<file path="src/rtl/exc_sequencer.sv">
// Exception/interrupt sequencer for the LEGv8 core: latches ELR/ESR, redirects
// fetch to the handler vector, masks nesting, returns on ERET, halts on double fault.
module exc_sequencer #(
  parameter int unsigned   N      = 64,
  parameter logic [N-1:0]  VECTOR = 'h0000_00D8,
  parameter int unsigned   CNT_W  = 8
) (
  input  logic             clk,
  input  logic             reset,
  input  logic             not_an_instr,
  input  logic             eret,
  input  logic             ext_irq,
  input  logic             irq_en,
  input  logic [N-1:0]     pc,
  output logic             redirect,
  output logic [N-1:0]     redirect_pc,
  output logic             exc_ack,
  output logic             ext_iack,
  output logic             in_handler,
  output logic             stall,
  output logic [N-1:0]     elr,
  output logic [3:0]       esr,
  output logic [CNT_W-1:0] exc_count
);

  typedef enum logic [2:0] {
    S_RUN,
    S_ENTER,
    S_HANDLER,
    S_RETURN,
    S_HALT
  } state_t;

  localparam logic [3:0] ESR_NONE  = 4'b0000;
  localparam logic [3:0] ESR_IRQ   = 4'b0001;
  localparam logic [3:0] ESR_UNDEF = 4'b0010;

  localparam logic [CNT_W-1:0] CNT_ONE = {{(CNT_W-1){1'b0}}, 1'b1};

  state_t state;
  logic   take_undef;
  logic   take_irq;

  // ERET seen outside a handler is treated as an undefined instruction.
  always_comb begin
    take_undef = not_an_instr | eret;
    take_irq   = ext_irq & irq_en;
  end

  // Outputs are registered alongside the state they belong to, so each is
  // loaded on the edge that enters the state it describes.
  always_ff @(posedge clk) begin
    if (reset) begin
      state       <= S_RUN;
      redirect    <= 1'b0;
      redirect_pc <= '0;
      exc_ack     <= 1'b0;
      ext_iack    <= 1'b0;
      in_handler  <= 1'b0;
      stall       <= 1'b0;
      elr         <= '0;
      esr         <= ESR_NONE;
      exc_count   <= '0;
    end else begin
      redirect    <= 1'b0;
      redirect_pc <= '0;
      exc_ack     <= 1'b0;
      ext_iack    <= 1'b0;
      in_handler  <= 1'b0;
      stall       <= 1'b0;
      case (state)
        S_RUN: begin
          if (take_undef || take_irq) begin
            state       <= S_ENTER;
            elr         <= pc;
            esr         <= take_undef ? ESR_UNDEF : ESR_IRQ;
            redirect    <= 1'b1;
            redirect_pc <= VECTOR;
            exc_ack     <= 1'b1;
            ext_iack    <= ~take_undef;
            in_handler  <= 1'b1;
            if (exc_count != '1)
              exc_count <= exc_count + CNT_ONE;
          end
        end
        S_ENTER: begin
          state      <= S_HANDLER;
          in_handler <= 1'b1;
        end
        S_HANDLER: begin
          if (eret) begin
            state       <= S_RETURN;
            redirect    <= 1'b1;
            redirect_pc <= elr;
            esr         <= ESR_NONE;
          end else if (not_an_instr) begin
            state <= S_HALT;
            stall <= 1'b1;
          end else begin
            in_handler <= 1'b1;
          end
        end
        S_RETURN: begin
          state <= S_RUN;
        end
        S_HALT: begin
          stall <= 1'b1;
        end
        default: begin
          state <= S_RUN;
        end
      endcase
    end
  end

endmodule

</file>
<file path="config.mk">
export PLATFORM = sky130hd
export DESIGN_NAME = exc_sequencer
export DESIGN_NICKNAME = d
export VERILOG_FILES = /design/src/rtl/exc_sequencer.sv
export SDC_FILE = /design/constraint.sdc
export NUM_CORES = 1
export LEC_CHECK = 0
export CELL_PAD_IN_SITES_DETAIL_PLACEMENT = 0
export CELL_PAD_IN_SITES_GLOBAL_PLACEMENT = 1
export CORE_MARGIN = 3
export CORE_UTILIZATION = 32
export CTS_BUF_LIST = sky130_fd_sc_hd__clkbuf_16
export DETAILED_ROUTE_END_ITERATION = 10
export GPL_TIMING_DRIVEN = 0
export PLACE_DENSITY = 0.91
export SYNTH_ARGS = -nofsm -noshare
export SYNTH_HDL_FRONTEND = slang
export SYNTH_SLANG_ARGS = --single-unit
</file>
<file path="constraint.sdc">
create_clock -name clk -period 3.1 [get_ports clk]
set_input_delay 0.62 -clock clk [delete_from_list [all_inputs] [get_ports clk]]
set_output_delay 0.62 -clock clk [all_outputs]
set_load 0.005 [all_outputs]
</file>
==> results_dict.tcl <==
set metrics [dict create \
    outcome "finished clean" \
    worst-path-max-fanout 10 \
    skew_ns 0.00830 \
    pwr-share-seq_pct 41.9 \
    clockRootBuffer "clkbuf_16" \
    synth_edf_count 0 \
    post_cts_buffers 0 \
    setup_tns_ns 0 \
    std_cell_rows 43 \
    grt_max_degree 17 \
    dieWidth_microns 127 \
    powerDensity_nw_per_um2 648 \
    finalSetupViolations 0 \
    synth_seq_cells 146 \
    clock.fmax_ghz 0.431 \
    ys.flop_type "dfxtp_1" \
    critPathRequiredTime_ns 3.46 \
    synthArstFlopShare_pct 0 \
    drc_errors 0 \
    drive_gt1_share_pct 5.76 \
    antenna_found_initial 0 \
    p_int_mw 3.80 \
    dp_hpwl_microns 10700 \
    period_needed_ns 2.32 \
    post-route-period-util_pct 74.8 \
    drtPass1Iterations 4 \
    switching_share_pct 23.8 \
    dieArea_sq_um 16200 \
    start_util_pct 33.4 \
    pwr-share-clk_pct 43.2 \
    cap_viol_max_count 0 \
    leakagePower_nw 2.96 \
    synth_area_leader_cell "dfxtp_1" \
    ys_seq_area_share_pct 61.9 \
    synth_top_area_share_pct 61.9 \
    ys_warn_count 0 \
    yosys-top-cells-area "dfxtp_1, nand2_1, and2_1" \
    grt_pass1_wl_microns 22000 \
    cp-end-kind "flip-flop" \
    hold_viol_final 0 \
    synthCells 503 \
    cts_resized 0 \
    slew_headroom_pct 40.1 \
    cpMaxStageDelayCell "nor4_2" \
    grt-ovfl-total 0 \
    syn_area_sq_um 4720 \
    drv_slew 0 \
    arrival_ns 2.68 \
    routedWlPerCell_microns 15.3 \
    worstRegToRegCells 4 \
    power.switching_mw 1.19 \
    cts_tree "built" \
    worstSetupPathType "primary input to flip-flop" \
    syn_area_per_cell_sq_um 9.39 \
    clkSlewWorstSetupHoldPaths_ns 0.06 \
    num_vias 4225 \
    cts_max_level 4 \
    cts_hold_buf 0 \
    ant_nets 0 \
    clock_latency_ns 0.42 \
    fin_area_sq_um 7690 \
    grtUsageTotal_pct 17.4 \
    hold_class "flip-flop to flip-flop" \
    first_iter_violations 168 \
    first_global_vias 4224 \
    vdd_drop_max_mv 0.411 \
    fin_nets 806 \
    worst_pin_slew_ns 0.891 \
    dieHeight_microns 127 \
    crit_chain "clkdlybuf4s50_1, nand2_1, nor4_2, clkbuf_1, and2_1" \
    drt-total-wl_microns 14200 \
    cts_max_path_buffers 2 \
    coreArea_sq_um 14100 \
    syn_to_final_growth_pct 63.0 \
    cp-start-kind "primary input" \
    critPathMaxStageDelay_ns 0.71 \
    port_buffers 212 \
    clock-sinks 146 \
    gp_congestion 0.812 \
    viasPerCell 4.56 \
    rsz0062_at_grt "false" \
    ioPinCount 215 \
    p_comb_share_pct 14.9 \
    placed_cell_area_sq_um 7070 \
    numCtsBuffers 17 \
    holdPathStages 2 \
    ys_types 38 \
    insertedDiodeCount 0 \
]
==> synthesized netlist by cell type, drive strengths merged, types with 3 or more instances <==
cell	n
xor2	3
nand4	3
and2	61
a21oi	71
nor2	10
nand3	3
o21ai	3
buf	15
dfxtp	146
nor3	6
o21a	4
clkbuf	19
nand2	134
==> registers in the layout, summed over array words and instances, names as in the netlist <==
register	cells
esr	2
stall	1
redirect_pc	64
ext_iack	1
state	3
exc_ack	1
elr	64
exc_count	8
redirect	1
in_handler	1
==> per-layer routing <==
| metal | share of wire (%) | up-vias | track usage, % | routed length (microns) |
|---|---|---|---|---|
| met5 | 0 | - | 0 | 0 |
| met4 | 2.3 | 0 | 7.63 | 321 |
| met3 | 6.8 | 26 | 5.43 | 963 |
| met2 | 48 | 167 | 28.7 | 6860 |
| met1 | 43 | 1934 | 21.0 | 6020 |
| li1 | - | 2098 | - | - |
==> stage by stage <==
stage	cells	power, mW	setup slack [ns]	hold slack, ns	util (%)
5_1_grt	927	5.21	0.585	0.495	54.4
6_report	927	4.99	0.780	0.465	54.4
3_3_place_gp	896	2.86	0.192	0.456	50.0
3_5_place_dp	896	2.88	0.249	0.460	50.0
4_1_cts	927	5.05	0.679	0.468	54.4
2_1_floorplan	504	2.42	1.29	0.461	-
==> worst max-delay path, delay by kind of cell <==
kind,cells,cell delay [ns]
buffers and inverters,2,0.97
AND/OR/NAND/NOR,3,1.09
==> area by class of cell <==
| cell class | count | area [sq um] |
|---|---|---|
| Buffer | 34 | 160 |
| Fill cell | 1256 | 6450 |
| Clock buffer | 17 | 425 |
| Inverter | 2 | 7.51 |
| Multi-Input combinational cell | 322 | 1630 |
| Clock inverter | 14 | 198 |
| Tap cell | 180 | 225 |
| Sequential cell | 146 | 2920 |
| Timing Repair Buffer | 212 | 2120 |
==> final timing paths <==
path                            startpoint              end  slack, ns
worst min-delay path               elr[10]          elr[10]       0.46
worst max-delay path                  eret  redirect_pc[18]       0.78
worst max register to register    state[0]  redirect_pc[18]       1.05
worst min register to register     elr[10]          elr[10]       0.46
==> power by group through the flow <==
stage / Clock (mW) / Sequential [mW] / Combinational, mW
2_1_floorplan: 0 / 2.12 / 0.299
6_report: 2.16 / 2.09 / 0.741
3_5_place_dp: 0 / 2.13 / 0.748
4_1_cts: 2.20 / 2.09 / 0.753
5_1_grt: 2.28 / 2.11 / 0.816
3_3_place_gp: 0 / 2.13 / 0.733
==> cell usage in the layout (no fill, tap or decap), types with 2 or more instances in the layout <==
master / instances
clkdlybuf4s50_1: 212
mux2i_1: 2
o21a_1: 4
clkbuf_1: 19
nand2_1: 133
dfxtp_1: 146
clkbuf_16: 17
nor2_1: 10
and2_1: 61
buf_2: 8
bufinv_16: 5
nand3_1: 3
clkinvlp_4: 2
inv_1: 5
clkinv_1: 2
buf_4: 4
nor3_1: 5
and3_1: 2
nand4_1: 3
conb_1: 2
or3_1: 2
o311ai_0: 2
a21oi_1: 71
o21ai_0: 3
buf_1: 2
xor2_1: 3
==> kinds of logic (layout without fill, tap and decap cells) <==
kind of cell / after synthesis / after routing / share of synthesized area [%]
mux: 2 / 2 / 0.424
fa+ha+maj: 1 / 1 / 0.265
other cells: 1 / 2 / 0.0794
flops: 146 / 146 / 61.9
compound gates: 87 / 87 / 10.5
simple gates: 227 / 227 / 22.7
buf+inv: 36 / 279 / 3.55
xor+xnor: 3 / 3 / 0.557
No activity file was read; power rests on OpenSTA's default activity.
